[src/rtl/manchester_pkg.sv]
// Shared definitions for the Manchester frame receive/transmit path.
// State encoding and default frame-format constants.
package manchester_pkg;

    typedef enum logic [2:0] {
        S_HUNT,
        S_ADDR,
        S_LEN,
        S_PAYLOAD,
        S_CRC
    } rx_state_e;

    localparam int          DEF_SYNC_W     = 16;
    localparam logic [15:0] DEF_SYNC_WORD  = 16'hD391;
    localparam int          DEF_MAX_LEN    = 32;
    localparam logic [7:0]  DEF_CRC_POLY   = 8'h07;
    localparam logic [7:0]  DEF_BCAST_ADDR = 8'hFF;

endpackage

[src/rtl/crc8_serial.sv]
// Bit-serial CRC-8, MSB first, init 0, no reflection, no final XOR.
// Shared by the frame receiver and the transmit framer.
module crc8_serial #(
    parameter logic [7:0] POLY = 8'h07
) (
    input  logic       clk,
    input  logic       rst_n,
    input  logic       clr,
    input  logic       en,
    input  logic       din,
    output logic [7:0] crc
);

    logic w_fb;

    assign w_fb = crc[7] ^ din;

    // clear wins over update; one bit folded in per enabled edge
    always_ff @(posedge clk or negedge rst_n) begin
        if (!rst_n) begin
            crc <= 8'h00;
        end else if (clr) begin
            crc <= 8'h00;
        end else if (en) begin
            crc <= {crc[6:0], 1'b0} ^ (w_fb ? POLY : 8'h00);
        end
    end

endmodule

[src/rtl/manchester_frame_rx.sv]
// Sync hunter and LED command frame parser on the recovered bit clock.
// Level pulses are local; rx_tgl/frame_tgl are the cross-domain events.
module manchester_frame_rx
    import manchester_pkg::*;
#(
    parameter int                SYNC_W     = DEF_SYNC_W,
    parameter logic [SYNC_W-1:0] SYNC_WORD  = DEF_SYNC_WORD,
    parameter int                MAX_LEN    = DEF_MAX_LEN,
    parameter logic [7:0]        CRC_POLY   = DEF_CRC_POLY,
    parameter logic [7:0]        BCAST_ADDR = DEF_BCAST_ADDR
) (
    input  logic       rst_n,
    input  logic       recovered_clk,
    input  logic       recovered_data,
    input  logic [7:0] my_addr,
    output logic [7:0] rx_byte,
    output logic       rx_valid,
    output logic       rx_sof,
    output logic       rx_tgl,
    output logic       frame_done,
    output logic       frame_ok,
    output logic       crc_err,
    output logic       len_err,
    output logic       frame_tgl,
    output logic [7:0] rx_addr,
    output logic [7:0] rx_len
);

    localparam logic [8:0] LMAX = 9'(MAX_LEN);

    rx_state_e         r_state;
    rx_state_e         w_next;
    logic [SYNC_W-2:0] r_sync;
    logic [6:0]        r_sh;
    logic [2:0]        r_bitcnt;
    logic [7:0]        r_bytecnt;
    logic              r_acc;
    logic              r_first;

    logic [SYNC_W-1:0] w_sync_nx;
    logic [7:0]        w_byte;
    logic              w_byte_done;
    logic [7:0]        w_crc;
    logic              w_crc_clr;
    logic              w_crc_en;
    logic              w_ld_addr;
    logic              w_ld_len;
    logic              w_len_bad;
    logic              w_pay;
    logic              w_fin;

    assign w_sync_nx   = {r_sync, recovered_data};
    assign w_byte      = {r_sh, recovered_data};
    assign w_byte_done = (r_bitcnt == 3'd7);
    assign w_crc_clr   = (r_state == S_HUNT);
    assign w_crc_en    = (r_state == S_ADDR) || (r_state == S_LEN) ||
                         (r_state == S_PAYLOAD);

    crc8_serial #(
        .POLY (CRC_POLY)
    ) u_crc (
        .clk   (recovered_clk),
        .rst_n (rst_n),
        .clr   (w_crc_clr),
        .en    (w_crc_en),
        .din   (recovered_data),
        .crc   (w_crc)
    );

    // state register
    always_ff @(posedge recovered_clk or negedge rst_n) begin
        if (!rst_n) begin
            r_state <= S_HUNT;
        end else begin
            r_state <= w_next;
        end
    end

    // next state and per-edge field strobes
    always_comb begin
        w_next    = r_state;
        w_ld_addr = 1'b0;
        w_ld_len  = 1'b0;
        w_len_bad = 1'b0;
        w_pay     = 1'b0;
        w_fin     = 1'b0;
        unique case (r_state)
            S_HUNT: begin
                if (w_sync_nx == SYNC_WORD) w_next = S_ADDR;
            end
            S_ADDR: begin
                if (w_byte_done) begin
                    w_ld_addr = 1'b1;
                    w_next    = S_LEN;
                end
            end
            S_LEN: begin
                if (w_byte_done) begin
                    w_ld_len = 1'b1;
                    if (w_byte == 8'd0 || {1'b0, w_byte} > LMAX) begin
                        w_len_bad = 1'b1;
                        w_next    = S_HUNT;
                    end else begin
                        w_next = S_PAYLOAD;
                    end
                end
            end
            S_PAYLOAD: begin
                if (w_byte_done) begin
                    w_pay = 1'b1;
                    if (r_bytecnt == 8'd1) w_next = S_CRC;
                end
            end
            S_CRC: begin
                if (w_byte_done) begin
                    w_fin  = 1'b1;
                    w_next = S_HUNT;
                end
            end
            default: w_next = S_HUNT;
        endcase
    end

    // datapath: shifters, counters, field latches and event outputs
    always_ff @(posedge recovered_clk or negedge rst_n) begin
        if (!rst_n) begin
            r_sync     <= '0;
            r_sh       <= '0;
            r_bitcnt   <= '0;
            r_bytecnt  <= '0;
            r_acc      <= 1'b0;
            r_first    <= 1'b0;
            rx_byte    <= '0;
            rx_valid   <= 1'b0;
            rx_sof     <= 1'b0;
            rx_tgl     <= 1'b0;
            frame_done <= 1'b0;
            frame_ok   <= 1'b0;
            crc_err    <= 1'b0;
            len_err    <= 1'b0;
            frame_tgl  <= 1'b0;
            rx_addr    <= '0;
            rx_len     <= '0;
        end else begin
            rx_valid   <= 1'b0;
            rx_sof     <= 1'b0;
            frame_done <= 1'b0;
            frame_ok   <= 1'b0;
            crc_err    <= 1'b0;
            len_err    <= 1'b0;
            if (r_state == S_HUNT) begin
                r_sync   <= w_sync_nx[SYNC_W-2:0];
                r_bitcnt <= '0;
            end else begin
                r_sh     <= w_byte[6:0];
                r_bitcnt <= r_bitcnt + 3'd1;
            end
            if (w_ld_addr) begin
                rx_addr <= w_byte;
                r_acc   <= (w_byte == my_addr) || (w_byte == BCAST_ADDR);
            end
            if (w_ld_len) begin
                rx_len    <= w_byte;
                r_bytecnt <= w_byte;
                r_first   <= 1'b1;
            end
            if (w_len_bad) begin
                len_err   <= 1'b1;
                frame_tgl <= ~frame_tgl;
                r_sync    <= '0;
            end
            if (w_pay) begin
                r_bytecnt <= r_bytecnt - 8'd1;
                r_first   <= 1'b0;
                if (r_acc) begin
                    rx_byte  <= w_byte;
                    rx_valid <= 1'b1;
                    rx_sof   <= r_first;
                    rx_tgl   <= ~rx_tgl;
                end
            end
            if (w_fin) begin
                frame_done <= 1'b1;
                frame_ok   <= (w_byte == w_crc) && r_acc;
                crc_err    <= (w_byte != w_crc);
                frame_tgl  <= ~frame_tgl;
                r_sync     <= '0;
            end
        end
    end

endmodule

[config.mk]
export PLATFORM = sky130hd
export DESIGN_NAME = manchester_frame_rx
export DESIGN_NICKNAME = d
export VERILOG_FILES = /design/src/rtl/manchester_pkg.sv /design/src/rtl/crc8_serial.sv /design/src/rtl/manchester_frame_rx.sv
export SDC_FILE = /design/constraint.sdc
export NUM_CORES = 1
export LEC_CHECK = 0
export CAP_MARGIN = 0
export CORE_ASPECT_RATIO = 2
export CORE_UTILIZATION = 60
export DETAILED_ROUTE_END_ITERATION = 6
export HOLD_SLACK_MARGIN = 0.1
export PLACE_DENSITY = 0.87
export SETUP_SLACK_MARGIN = 0.15
export SYNTH_ARGS = -nofsm -noshare
export SYNTH_HDL_FRONTEND = slang
export SYNTH_HIERARCHICAL = 1
export SYNTH_SLANG_ARGS = --single-unit
[constraint.sdc]
create_clock -name recovered_clk -period 4.3 [get_ports recovered_clk]
set_input_delay 0.43 -clock recovered_clk [delete_from_list [all_inputs] [get_ports recovered_clk]]
set_output_delay 0.43 -clock recovered_clk [all_outputs]
set_load 0.005 [all_outputs]
==> results.txt <==
Run status: complete, but fails checks
Failing checks: DRC
Die Ht: 111 µm
Number of flops mapped to enable cells by yosys: 0
Clock Sinks: 78
Clock latency on the worst-skew pair: 0.34 ns
Slew Limit Headroom: 37.1%
Reg2Reg Depth: 5
Max rail drop VDD: 438 µV
Die W: 56.7 µm
Slew @ Worst Pin: 0.944 ns
First-pass GRT wire length: 12700 µm
Mapped Area: 3590 µm²
Post-CTS sizing: 0
Number of DRC markers in iteration 0: 157
Clock Tree Buf Depth: 2
Syn nets: 342
Setup TNS: 0 ns
Syn Area/Cell: 11.0 µm²
Worst setup path class: register to register
Mapped Cells: 327
Power density over the cells: 577 nW/µm²
Top-Level Pins: 43
Share of layout cells above drive strength 1: 12.9%
GPL Wtd Cong: 0.938
Vias in the first global route: 2608
Remaining Overflow, GRT: 0
Mean routed wirelength per cell: 18.6 µm
CP required: 4.50 ns
Area leader, netlist: dfrtp_1
Final period util: 60.8%
Antenna cell count: 0
Layout net count: 374
Postcts setup bufs: 0
Startpoint types: register
GRT Total Usage: 27.8%
Post-synth top area share: 54.4%
Max-slew violation count: 0
Syn. warnings: 6
Routed Antenna Nets: 0
Final core utilization: 74.3%
Design Area, Final: 4280 µm²
Core Rows: 39
Sequential area share after synthesis: 54.4%
Die area: 6320 µm²
CTS clk-pin slew, worst paths: 0.06 ns
Dpl cell area: 3990 µm²
Core area: 5760 µm²
# hold bufs at CTS: 0
HPWL Detailed: 4920 µm
Final WS setup: 1.68 ns
Pre-CTS setup slack: 1.68 ns
FILL cells: 386
Worst-path fanout max: 18
Post-synthesis register bit count: 78
Worst Setup End Kind: register
1st-pass router iterations: 6
Fin crit period: 2.62 ns
H-tree levels: 3
Port buffer count: 42
Synth async-reset ratio: 100%
Initial Utilization: 62.4%
FF-to-FF Start: r_state[1]
Num CTS Buffers: 9
Largest cells by area after synthesis: dfrtp_1 (54%), mux2i_1 (7.0%), mux2_2 (6.9%)
Power, Total: 0.00247 W
Initial antenna violation count: 0
Hold Crit Class: input pin to asynchronous set/reset pin
RSZ-0062 raised after global routing: false
Crit path arrival time: 2.81 ns
DR vias: 2547
Leakage: 1.99 nW
Layout area overhead: 19.1%
Yosys cell types: 45
Setup Skew: 0.00643 ns
Largest net degree at the start of global routing: 79
Maximum clock frequency: 382 MHz
Maxcap violations: 0
Clock Root Buffer: clkbuf_16
Final hold viol count: 0
CP Launch Point: r_state[1]
DR DRC count: 6
Main synth FF type: dfrtp_1
R2R setup slack: 1.68 ns
Via density: 5.99
Final wirelength: 7900 µm
CTS tree: built
Final setup viols: 0
-- report_power, final --
group | switching [W] | internal [W]
combinational | 0.000307 | 0.000299
sequential | 0.000250 | 0.000870
clock | 0.000293 | 0.000450
-- kinds of logic (layout without fill, tap and decap cells) --
group                    after synthesis  in the layout  synth area share, %
AO/OA/AOI/OAI                         33             33                 5.78
XOR/XNOR                              20             20                 4.88
adder cells (fa/ha/maj)                4              4                 1.39
buffers and inverters                 28             65                 3.87
flip-flops                            78             78                 54.4
multiplexers                          47             47                 13.9
AND/OR/NAND/NOR                      117            117                 15.9
-- path summary, 6_finish.rpt --
| path | endpoint |
|---|---|
| setup / recovery | r_sync[8] |
| hold / removal | r_bytecnt[1] |
| setup reg to reg | r_sync[8] |
| hold reg to reg | r_bitcnt[0] |
| max in group asynchronous | rx_addr[1] |
| min in group recovered_clk | r_bitcnt[0] |
-- area by class of cell --
type                       instances  area (µm²)  share of cell area [%]
sequential                        78        1950                    45.6
tap                               61        76.3                    1.78
inverter                           5        18.8                   0.439
multi-input combinational        221        1510                    35.2
clock inverter                     5        60.1                    1.40
clock buffer                      11         233                    5.44
timing repair buffer              44         433                    10.1
-- cell usage after synthesis (3+ instances only) --
cell,number
buf_6,3
xnor2_1,17
nand2_1,39
xor2_1,3
nor2_1,33
nor2b_1,5
clkbuf_1,8
ha_1,4
o21ai_0,9
o22ai_1,5
mux2_2,22
buf_1,3
nor3_1,4
nand2b_1,3
buf_2,9
nand3_1,7
dfrtp_1,78
mux2i_1,25
a21oi_1,8
nand4_1,8
inv_1,4
-- flip-flops by register name (all words and copies together) (netlist names), 3 cells and up --
| register | count |
|---|---|
| rx_byte | 8 |
| r_sync | 15 |
| r_bitcnt | 3 |
| r_state | 3 |
| r_sh | 7 |
| rx_len | 8 |
| u_crc/crc | 8 |
| r_bytecnt | 8 |
| rx_addr | 8 |
-- layout by cell type (no fill, tap or decap), types with 3 or more instances in the layout --
master	instances
buf_4	3
nor3_1	3
ha_1	4
nor2b_1	5
clkbuf_16	9
nor2_1	33
nand2b_1	3
nand2_1	39
clkdlybuf4s50_1	41
nand3_1	7
o21ai_0	9
a21oi_1	8
nand4_1	8
dfrtp_1	78
mux2_2	22
mux2i_1	25
xnor2_1	17
o22ai_1	5
xor2_1	3
inv_1	4
-- per-stage QoR --
stage | hold slack (ns) | instances
finish | 0.241 | 425
global route | 0.317 | 425
CTS | 0.268 | 425
detailed placement | 0.426 | 409
global placement | 0.418 | 409
floorplan | 0.134 | 327
-- worst max-delay path: stages, from the launching register on --
cell	delay, ns
dfrtp_1	0.51
nor2b_1	0.27
and2_1	0.52
nand2b_1	0.51
o21ai_4	0.54
nor2_1	0.12
-- per-layer routing --
| layer | part of all wire, % | vias to the layer above | global-route usage, % |
|---|---|---|---|
| met3 | 3.1 | 29 | 5.81 |
| met5 | 0 | - | 0 |
| met4 | 5.9 | 0 | 23.7 |
| met2 | 53 | 64 | 46.0 |
| li1 | - | 1182 | - |
| met1 | 38 | 1272 | 29.3 |
(Power assumes the default switching activity.)
